## config.mk

```make
export PLATFORM = sky130hd
export DESIGN_NAME = alu_seq
export DESIGN_NICKNAME = d
export VERILOG_FILES = /design/src/rtl/alu_pkg.sv /design/src/rtl/alu_seq_flags.sv /design/src/rtl/alu_seq.sv
export SDC_FILE = /design/constraint.sdc
export NUM_CORES = 1
export LEC_CHECK = 0
export BUFFER_PORTS_ARGS = -buffer_cell sky130_fd_sc_hd__buf_4
export CAP_MARGIN = 30
export CORE_ASPECT_RATIO = 1.1
export CORE_UTILIZATION = 51
export CTS_BUF_LIST = sky130_fd_sc_hd__clkbuf_4 sky130_fd_sc_hd__clkbuf_8
export DETAILED_ROUTE_END_ITERATION = 8
export PLACE_DENSITY_LB_ADDON = 0.05
export SETUP_SLACK_MARGIN = 0.1
export SYNTH_ARGS = -nofsm -noshare
export SYNTH_HDL_FRONTEND = slang
export SYNTH_SLANG_ARGS = --single-unit
```

## constraint.sdc

```tcl
create_clock -name clk -period 3.8 [get_ports clk]
set_clock_uncertainty 0.1 [all_clocks]
set_input_delay 0.19 -clock clk [delete_from_list [all_inputs] [get_ports clk]]
set_output_delay 0.19 -clock clk [all_outputs]
set_load 0.01 [all_outputs]
```

## src/rtl/alu_pkg.sv

```systemverilog
// Shared constants and FSM encoding for the ALU operation sequencer.
package alu_pkg;

   localparam int unsigned ALU_DW   = 32;
   localparam int unsigned ALU_SELW = 3;

   localparam logic [2:0] SEL_ADD = 3'b000;
   localparam logic [2:0] SEL_SUB = 3'b001;

   typedef enum logic [1:0] {
      StIdle = 2'd0,
      StExec = 2'd1,
      StResp = 2'd2
   } alu_seq_state_e;

endpackage

```

## src/rtl/alu_seq_flags.sv

```systemverilog
// Architectural Z/C/V flag register: capture of a completed op beats a same-cycle clear.
module alu_seq_flags (
   input  logic clk,
   input  logic rst_n,
   input  logic cap,
   input  logic clr,
   input  logic cap_z,
   input  logic cap_c,
   input  logic cap_v,
   output logic flag_z,
   output logic flag_c,
   output logic flag_v
);

   always_ff @(posedge clk or negedge rst_n) begin
      if (!rst_n) begin
         flag_z <= 1'b0;
         flag_c <= 1'b0;
         flag_v <= 1'b0;
      end else if (cap) begin
         flag_z <= cap_z;
         flag_c <= cap_c;
         flag_v <= cap_v;
      end else if (clr) begin
         flag_z <= 1'b0;
         flag_c <= 1'b0;
         flag_v <= 1'b0;
      end
   end

endmodule

```

## src/rtl/alu_seq.sv

```systemverilog
// Sequencer for an external combinational ALU: issue, capture, respond; one op in flight.
// Optional ALU_SEQ_CMP_EN adds req_cmp: compare-only ops update flags but produce no response.
module alu_seq
   import alu_pkg::*;
#(
   parameter int unsigned DW    = ALU_DW,
   parameter int unsigned SELW  = ALU_SELW,
   parameter int unsigned CNT_W = 16
) (
   input  logic             clk,
   input  logic             rst_n,
   input  logic             req_valid,
   output logic             req_ready,
   input  logic [DW-1:0]    req_opa,
   input  logic [DW-1:0]    req_opb,
   input  logic [SELW-1:0]  req_sel,
`ifdef ALU_SEQ_CMP_EN
   input  logic             req_cmp,
`endif
   output logic [DW-1:0]    alu_opa,
   output logic [DW-1:0]    alu_opb,
   output logic [SELW-1:0]  alu_sel,
   input  logic [DW-1:0]    alu_res,
   input  logic             alu_z,
   input  logic             alu_c,
   input  logic             alu_v,
   output logic             rsp_valid,
   input  logic             rsp_ready,
   output logic [DW-1:0]    rsp_res,
   output logic             rsp_z,
   output logic             rsp_c,
   output logic             rsp_v,
   input  logic             flag_clr,
   output logic             flag_z,
   output logic             flag_c,
   output logic             flag_v,
   output logic [CNT_W-1:0] op_cnt
);

   alu_seq_state_e state_q, state_d;
   logic           accept;
   logic           capture;
   logic           rsp_fire;
   logic           cmp_q;

`ifdef ALU_SEQ_CMP_EN
   always_ff @(posedge clk or negedge rst_n) begin
      if (!rst_n) begin
         cmp_q <= 1'b0;
      end else if (accept) begin
         cmp_q <= req_cmp;
      end
   end
`else
   assign cmp_q = 1'b0;
`endif

   always_ff @(posedge clk or negedge rst_n) begin
      if (!rst_n) begin
         state_q <= StIdle;
      end else begin
         state_q <= state_d;
      end
   end

   always_comb begin
      state_d   = state_q;
      accept    = 1'b0;
      capture   = 1'b0;
      rsp_fire  = 1'b0;
      req_ready = 1'b0;
      rsp_valid = 1'b0;
      case (state_q)
         StIdle: begin
            req_ready = 1'b1;
            if (req_valid) begin
               accept  = 1'b1;
               state_d = StExec;
            end
         end
         StExec: begin
            capture = 1'b1;
            state_d = cmp_q ? StIdle : StResp;
         end
         StResp: begin
            rsp_valid = 1'b1;
            if (rsp_ready) begin
               rsp_fire = 1'b1;
               state_d  = StIdle;
            end
         end
         default: state_d = StIdle;
      endcase
   end

   // alu_* only move on accept so the ALU inputs stay quiet while idle
   always_ff @(posedge clk or negedge rst_n) begin
      if (!rst_n) begin
         alu_opa <= '0;
         alu_opb <= '0;
         alu_sel <= '0;
      end else if (accept) begin
         alu_opa <= req_opa;
         alu_opb <= req_opb;
         alu_sel <= req_sel;
      end
   end

   always_ff @(posedge clk or negedge rst_n) begin
      if (!rst_n) begin
         rsp_res <= '0;
         rsp_z   <= 1'b0;
         rsp_c   <= 1'b0;
         rsp_v   <= 1'b0;
      end else if (capture && !cmp_q) begin
         rsp_res <= alu_res;
         rsp_z   <= alu_z;
         rsp_c   <= alu_c;
         rsp_v   <= alu_v;
      end
   end

   always_ff @(posedge clk or negedge rst_n) begin
      if (!rst_n) begin
         op_cnt <= '0;
      end else if (rsp_fire) begin
         op_cnt <= op_cnt + {{(CNT_W-1){1'b0}}, 1'b1};
      end
   end

   alu_seq_flags u_flags (
      .clk    (clk),
      .rst_n  (rst_n),
      .cap    (capture),
      .clr    (flag_clr),
      .cap_z  (alu_z),
      .cap_c  (alu_c),
      .cap_v  (alu_v),
      .flag_z (flag_z),
      .flag_c (flag_c),
      .flag_v (flag_v)
   );

endmodule

```

==> results of run 1 <==
final cells by class:
class                           count  area [sq um]
Sequential cell                   123          3080
Clock inverter                      8           120
Inverter                            2          7.51
Clock buffer                       21           277
Tap cell                          114           143
Antenna cell                        1          2.50
Multi-Input combinational cell    228          1590
Timing Repair Buffer              339          2830
Fill cell                         381           925
worst reg2reg max path: cells and delay by family (launching register included):
kind          cells  cell delay [ns]
buf+inv           2             0.93
simple gates      3             1.04
flops             1             0.42
state kept, by name (all words and copies together), names as in the netlist:
| signal | flops |
|---|---|
| u_flags.flag_v | 1 |
| state_q | 2 |
| u_flags.flag_c | 1 |
| rsp_res | 32 |
| rsp_z | 1 |
| alu_opb | 32 |
| alu_opa | 32 |
| rsp_v | 1 |
| op_cnt | 16 |
| u_flags.flag_z | 1 |
| alu_sel | 3 |
| rsp_c | 1 |
power by group:
part,leakage [uW],internal (uW),switching (uW)
sequential,0.00149,1900,408
combinational,0.00235,1430,1190
clock,0.000200,683,489
total,0.00404,4010,2090
synthesized netlist by cell type, drive strengths merged:
| master | number | area share |
|---|---|---|
| and2 | 1 | 0.0013 |
| xnor2 | 11 | 0.020 |
| clkbuf | 7 | 0.0055 |
| dfrtp | 123 | 0.65 |
| and4 | 1 | 0.0018 |
| ha | 1 | 0.0026 |
| nand3 | 10 | 0.011 |
| nand4b | 1 | 0.0018 |
| nor4 | 2 | 0.0039 |
| and3 | 1 | 0.0013 |
| and2b | 1 | 0.0016 |
| o21ai | 1 | 0.0010 |
| inv | 2 | 0.0016 |
| nor3 | 2 | 0.0021 |
| buf | 9 | 0.015 |
| nor2b | 1 | 0.0013 |
| mux2 | 68 | 0.18 |
| nand2b | 1 | 0.0013 |
| a22o | 1 | 0.0018 |
| nor2 | 5 | 0.0039 |
| xor2 | 4 | 0.0074 |
| nand2 | 115 | 0.091 |
| and4b | 1 | 0.0021 |
metal layers:
| layer | up-vias | global-route usage | share of wire |
|---|---|---|---|
| met4 | 0 | 0.141 | 0.032 |
| met5 | - | 0 | 0 |
| li1 | 1898 | - | - |
| met2 | 216 | 0.603 | 0.53 |
| met1 | 2074 | 0.357 | 0.36 |
| met3 | 38 | 0.115 | 0.080 |
logic make-up after synthesis:
family	after synthesis
AND/OR/NAND/NOR	142
flip-flops	123
multiplexers	68
buffers and inverters	18
XOR/XNOR	15
AO/OA/AOI/OAI	2
adder cells (fa/ha/maj)	1
how the worst min path moves through the flow:
stage,to,cells past startpoint,slack [ns],from
2_1_floorplan,alu_opa[0],0,-0.21,rst_n
3_3_place_gp,op_cnt[12],1,0.18,rst_n
3_5_place_dp,op_cnt[13],1,0.19,rst_n
4_1_cts,op_cnt[13],2,0.26,rst_n
5_1_grt,op_cnt[13],2,0.31,rst_n
6_report,op_cnt[13],2,0.24,rst_n
layout by cell type (no fill, tap or decap), types with 2 or more instances in the layout:
cell type	count
buf_4	231
bufinv_16	3
clkbuf_4	2
clkbuf_8	19
clkinv_2	3
clkinvlp_4	2
dfrtp_1	123
dlygate4sd3_1	107
inv_1	2
mux2_2	49
mux2_4	19
nand2_1	115
nand3_1	10
nor2_1	5
nor3_1	2
xnor2_1	11
xor2_1	4
through the flow:
step                      total power [uW]  instance area, sq um  hold slack [ns]
after floorplan                       3420                  4770           -0.206
after global placement                4600                  6570            0.178
after detailed placement              4700                  6570            0.192
after CTS                             5980                  8040            0.262
after global routing                  6410                  8040            0.311
final                                 6100                  8040            0.242
==> Implementation_results.wiki, run 1 <==
{| class="wikitable"
! Metric !! Value
|-
| Reg2reg setup slack || 1.23 ns
|-
| Area of the die || 9740 sq um
|-
| GR Overflow Total || 0
|-
| Number of standard cells in the layout, taps in and fillers out || 836
|-
| Source-to-sink clock delay at the later pin of the worst-skew pair || 0.43 ns
|-
| VDD IR max || 459 uV
|-
| Total of max-cap violations || 0
|-
| Number of warnings printed during yosys synthesis || 0
|-
| Arrival time at the worst endpoint || 2.82 ns
|-
| Root buffer cell || clkbuf_8
|-
| Net count, final || 819
|-
| Mapped Nets || 477
|-
| Number of gates resized after cts || 0
|-
| DRT iter0 DRCs || 181
|-
| Share of post-route cells with drive strength above 1 || 0.459
|-
| Critical path depth || 5
|-
| Cell mode on critical path || nand2_1
|-
| Routed length per placed instance || 18.6 um
|-
| Slew Limit Headroom || 0.345
|-
| Critical Path Source || state_q[1]
|-
| Initial Utilization || 0.532
|-
| Min-delay worst type || in -> async
|-
| Status || finished, final reports clean
|-
| Time the final worst path needs with I/O delays and setup || 2.57 ns
|-
| Number of top-level pins || 230
|-
| Synth unique cells || 26
|-
| Die Ht || 103 um
|-
| Worst R2R Path Depth || 5
|-
| Number of core rows || 36
|-
| Clock tree from TritonCTS || built
|-
| Mux cell area share after synthesis || 0.176
|-
| Total negative slack for setup checks || 0 ns
|-
| Vias in the first global route || 4582
|-
| HPWL Detailed || 8.36 mm
|-
| Final hold violations || 0
|-
| 1st-pass router iterations || 4
|-
| Share of the synthesized area in compound gates (AO/OA/AOI/OAI) || 0.00289
|-
| Maximum clock frequency || 390 MHz
|-
| Routability congestion estimate || 0.812
|-
| Final Cycle Share || 0.675
|-
| Post-Synth Adder-Cell Area || 0.00263
|-
| Initial antenna violation count || 1
|-
| Worst-Margin Slew || 0.983 ns
|-
| Data required time of the worst path || 4.06 ns
|-
| Critical Path Sink || u_flags.flag_c
|-
| Maximum clock insertion buffer count || 2
|-
| Final Util || 0.897
|-
| Startpoint type of the worst setup path || flip-flop
|-
| Via count || 4226
|-
| Leakage power of the design || 0.00404 uW
|-
| Worst slack at placement || 1.74 ns
|-
| Combined buffer and inverter count along the critical path || 2
|-
| RSZ-0062 raised after global routing || no
|-
| CTS H-tree depth || 4
|-
| Wire length of the first global-routing pass || 23.6 mm
|-
| Count of hold-fix buffers inserted at cts || 107
|-
| Number of buffers inserted during clock tree synthesis || 17
|-
| Via-to-Cell Ratio || 5.06
|-
| Count of buffers inserted at the top-level ports || 229
|-
| TritonCTS Sinks || 123
|-
| Critical Setup Path Class || reg -> reg
|-
| Total routing usage reported by global routing || 0.334
|-
| DR DRC count || 0
|-
| Max incr delay on CP || 0.86 ns
|-
| Area of the mapped netlist || 4770 sq um
|-
| Max FO, Critical Path || 27
|-
| Setup repair bufs after CTS || 0
|-
| Signed area change from the synthesized netlist to the final layout || 68.7%
|-
| Average cell area after synthesis || 12.9 sq um
|-
| Parity-gate share of the synthesized area counting xor and xnor cells || 0.0276
|-
| Cell Count Post-Placement || 699
|-
| Routed Antenna Nets || 0
|-
| Total of endpoints with negative setup slack in the final report || 0
|-
| Yosys reg bits || 123
|-
| Kind of cell adding the most delay to the critical path || simple AND/OR/NAND/NOR gates
|-
| Overall die width || 94.2 um
|-
| Mapped Cells || 369
|-
| Largest net degree at the start of global routing || 69
|-
| Max-slew violation count || 0
|-
| Ratio of total power to cell area || 759 nW/um^2
|-
| Core Box Area || 8960 sq um
|-
| Largest family of logic cells by synthesized area || multiplexers
|-
| Critical path's slowest cell || and2b_1
|-
| Reg-to-Reg End || u_flags.flag_c
|-
| Detailed Route WL || 15.6 mm
|-
| Basic-gate share of the synthesized area counting and, or, nand and nor cells || 0.124
|-
| Sort of element at the end of the critical path || flip-flop
|-
| Post-synthesis sequential area ratio || 0.646
|-
| Start of the worst register-to-register path || state_q[1]
|-
| Clock transition at the register clock pins on the worst setup and hold paths after CTS || 0.07 ns
|-
| Cell chain of the critical path || and2b_1 > buf_4 > nand2_1 > nand2_1 > dlygate4sd3_1
|-
| Final setup margin || 1.23 ns
|}
(Power assumes the default switching activity.)
==> run 2: changes to the inputs <==
Settings changed: ABC_AREA set to 1, CORE_UTILIZATION 51 to 43.
Clock period 3.8 ns to 2.23 ns, I/O delays scaled along.
==> Implementation_results.wiki, run 2 <==
{| class="wikitable"
! Metric !! Value
|-
| Portion of total power attributed to the clock network || 0.220 (+0.028)
|-
| Count of flip-flops with a built-in enable after synthesis || 0 (unchanged)
|-
| Share of the synthesized area in compound gates (AO/OA/AOI/OAI) || 0.00639 (+0.00350)
|-
| Initial Utilization || 0.445 (-0.0870)
|-
| Reg2reg setup slack || 0.58 ns (-0.65 ns)
|-
| Power Internal || 6450 uW (+61%)
|-
| Cell area after placement || 6750 sq um (+2.7%)
|-
| Largest regs || alu_opa: 32 flops, alu_opb: 32 flops, rsp_res: 32 flops
|-
| Root buffer cell || clkbuf_8
|-
| GR Overflow Total || 0 (unchanged)
|-
| Clock tree from TritonCTS || built
|-
| Most area-hungry cell type in the Yosys netlist || dfrtp_1
|-
| Yosys reg bits || 123 (unchanged)
|-
| Via count || 4918 (+16%)
|-
| Data required time of the worst path || 2.50 ns (-1.56 ns)
|-
| Cell types with the largest area share after synthesis || dfrtp_1, nand2_1, inv_1, xor2_1, nor2_1
|-
| Net count, final || 1005 (+23%)
|-
| Most frequent cells in the layout || nand2_1, buf_4, dfrtp_1, dlygate4sd3_1, inv_1
|-
| Fill cells || 804 (+110%)
|-
| Worst-Margin Slew || 0.735 ns (-0.248 ns)
|-
| Status || finished, final reports clean
|-
| Max-slew violation count || 0 (unchanged)
|-
| Final hold violations || 0 (unchanged)
|-
| Area of the mapped netlist || 4900 sq um (+2.7%)
|-
| Routability congestion estimate || 0.844 (+4.0%)
|-
| Number of buffers inserted during clock tree synthesis || 17 (unchanged)
|-
| Total negative slack for setup checks || 0 ns (unchanged)
|-
| Multi-input gate area || 1600 sq um (+0.63%)
|-
| Startpoint type of the worst setup path || flip-flop
|-
| Via-to-Cell Ratio || 4.65 (-8.0%)
|-
| Number of warnings printed during yosys synthesis || 0 (unchanged)
|-
| Footprint of the flip-flops and latches || 3080 sq um (unchanged)
|-
| Routed Antenna Nets || 0 (unchanged)
|-
| RSZ-0062 raised after global routing || no
|-
| Core Box Area || 11000 sq um (+23%)
|-
| Largest net degree at the start of global routing || 124 (+80%)
|-
| Total routing usage reported by global routing || 0.254 (-0.0797)
|-
| Overall die width || 104 um (+10%)
|-
| Area of the die || 11800 sq um (+21%)
|-
| VDD IR max || 655 uV (+43%)
|-
| 1st-pass router iterations || 6 (+2)
|-
| Routed length per placed instance || 13.8 um (-26%)
|-
| Number of top-level pins || 230 (unchanged)
|-
| Slew Limit Headroom || 0.510 (+0.166)
|-
| Synth unique cells || 23 (-12%)
|-
| Maximum clock frequency || 607 MHz (+56%)
|-
| Number of core rows || 40 (+11%)
|-
| Sort of element at the end of the critical path || flip-flop
|-
| Min-delay worst type || in -> reg
|-
| Mapped Cells || 558 (+51%)
|-
| Signed area change from the synthesized netlist to the final layout || 68.5%
|-
| Post-route standard cell area excluding fillers || 8250 sq um (+2.6%)
|-
| Detailed Route WL || 14.6 mm (-6.5%)
|-
| Total of max-cap violations || 0 (unchanged)
|-
| DRT iter0 DRCs || 235 (+30%)
|-
| Mux cell area share after synthesis || 0 (-0.176)
|-
| Source-to-sink clock delay at the later pin of the worst-skew pair || 0.43 ns (about the same)
|-
| Total of endpoints with negative setup slack in the final report || 0 (unchanged)
|-
| Parity-gate share of the synthesized area counting xor and xnor cells || 0.0179 (-0.00968)
|-
| CTS H-tree depth || 4 (unchanged)
|-
| Vias in the first global route || 4921 (+7.4%)
|-
| Gate power share || 0.399 (-0.030)
|-
| Post-Synth Adder-Cell Area || 0.00256 (-0.0000698)
|-
| TritonCTS Sinks || 123 (unchanged)
|-
| Fraction of post-synthesis cell area in the top cell type by area || 0.629 (-0.0172)
|-
| Arrival time at the worst endpoint || 1.92 ns (-0.90 ns)
|-
| Ranking of synthesized cells by instance count || nand2_1, dfrtp_1, inv_1
|-
| Die Ht || 114 um (+10%)
|-
| Setup repair bufs after CTS || 0 (unchanged)
|-
| Post-synthesis sequential area ratio || 0.629 (-0.0172)
|-
| Count of buffers inserted at the top-level ports || 229 (unchanged)
|-
| Ratio of total power to cell area || 1220 nW/um^2 (+60%)
|-
| Time the final worst path needs with I/O delays and setup || 1.65 ns (-0.920 ns)
|-
| Basic-gate share of the synthesized area counting and, or, nand and nor cells || 0.299 (+0.176)
|-
| Mapped Nets || 666 (+40%)
|-
| Share of post-route cells with drive strength above 1 || 0.307 (-0.152)
|-
| Async set-or-reset flop fraction in the synthesized netlist || 1.00 (unchanged)
|-
| Most frequent cell after synthesis || nand2_1
|-
| Maximum clock insertion buffer count || 2 (unchanged)
|-
| Wire length of the first global-routing pass || 23.5 mm (-0.64%)
|-
| Initial antenna violation count || 0 (-1)
|-
| Largest family of logic cells by synthesized area || simple AND/OR/NAND/NOR gates
|-
| Share of total power in sequential cells || 0.381 (+0.002)
|-
| Switching power || 3590 uW (+72%)
|-
| Leakage power of the design || 0.00452 uW (+12%)
|-
| HPWL Detailed || 8.93 mm (+6.8%)
|-
| Most frequent standard cell in the layout excluding fill and tap cells || nand2_1
|-
| Fraction of power spent switching nets || 0.358 (+0.0149)
|-
| Most frequently used flop master after synthesis || dfrtp_1
|-
| Average cell area after synthesis || 8.77 sq um (-32%)
|-
| Max FO, Critical Path || 25 (-7.4%)
|-
| Clock transition at the register clock pins on the worst setup and hold paths after CTS || 0.08 ns (about the same)
|-
| DR DRC count || 0 (unchanged)
|-
| Critical Setup Path Class || reg -> reg
|-
| Antenna diodes || 0 (-1)
|-
| Final Cycle Share || 0.739 (+0.0631)
|}
run 2: power by group through the flow:
stage,Clock (uW),Sequential [uW],Combinational (uW)
after floorplan,0,4200,1360
after global placement,0,3790,3800
after detailed placement,0,3810,3870
after CTS,2250,3800,4010
after global routing,2340,3930,4410
final,2210,3830,4010
run 2: critical path: stages, from the launching register on:
cell and delay [ns]:
dfrtp_1 0.47, nor2_2 0.18, nand2_2 0.07, inv_2 0.33, buf_4 0.28, nand2_1 0.08
nand2_1 0.07
run 2: final timing paths:
kind                             start           to  cells past startpoint
setup / recovery            state_q[1]  alu_opa[23]                      6
hold / removal               req_valid   state_q[0]                      3
setup reg to reg            state_q[1]  alu_opa[23]                      6
hold reg to reg            rsp_res[19]  rsp_res[19]                      2
max in group asynchronous        rst_n  rsp_res[19]                      3
min in group asynchronous        rst_n    op_cnt[7]                      3
run 2: layer usage:
metal / up-vias / track usage / share of wire
met5: - / 0 / 0
met4: 0 / 0.117 / 0.033
met3: 37 / 0.0794 / 0.062
met2: 196 / 0.441 / 0.51
met1: 2325 / 0.290 / 0.40
li1: 2360 / - / -
run 2: what timing repair did:
| item | in CTS | in global routing |
|---|---|---|
| hold endpoints to repair | 232 | 0 |
| hold buffers | 105 | 0 |
| resized for setup | 0 | 0 |
run 2: area by class of cell:
class / count / area share
Tap cell: 147 / 0.0223
Inverter: 25 / 0.0114
Sequential cell: 123 / 0.373
Multi-Input combinational cell: 389 / 0.194
Timing Repair Buffer: 341 / 0.345
Clock inverter: 11 / 0.0202
Clock buffer: 21 / 0.0343
run 2: cells by family after synthesis:
family / Yosys count
AO/OA/AOI/OAI: 6
XOR/XNOR: 10
adder cells (fa/ha/maj): 1
buffers and inverters: 46
flip-flops: 123
AND/OR/NAND/NOR: 372
run 2: through the flow:
| step | cells | hold slack, ns | utilization | setup WS [ns] | power [uW] |
|---|---|---|---|---|---|
| 6_report | 1057 | 0.0527 | 0.749 | 0.583 | 10000 |
| 3_3_place_gp | 920 | 0.164 | 0.613 | 0.641 | 7590 |
| 4_1_cts | 1057 | 0.0191 | 0.749 | 0.558 | 10100 |
| 3_5_place_dp | 920 | 0.171 | 0.613 | 0.568 | 7670 |
| 5_1_grt | 1057 | 0.0433 | 0.749 | 0.404 | 10700 |
| 2_1_floorplan | 558 | -0.284 | - | 0.839 | 5560 |
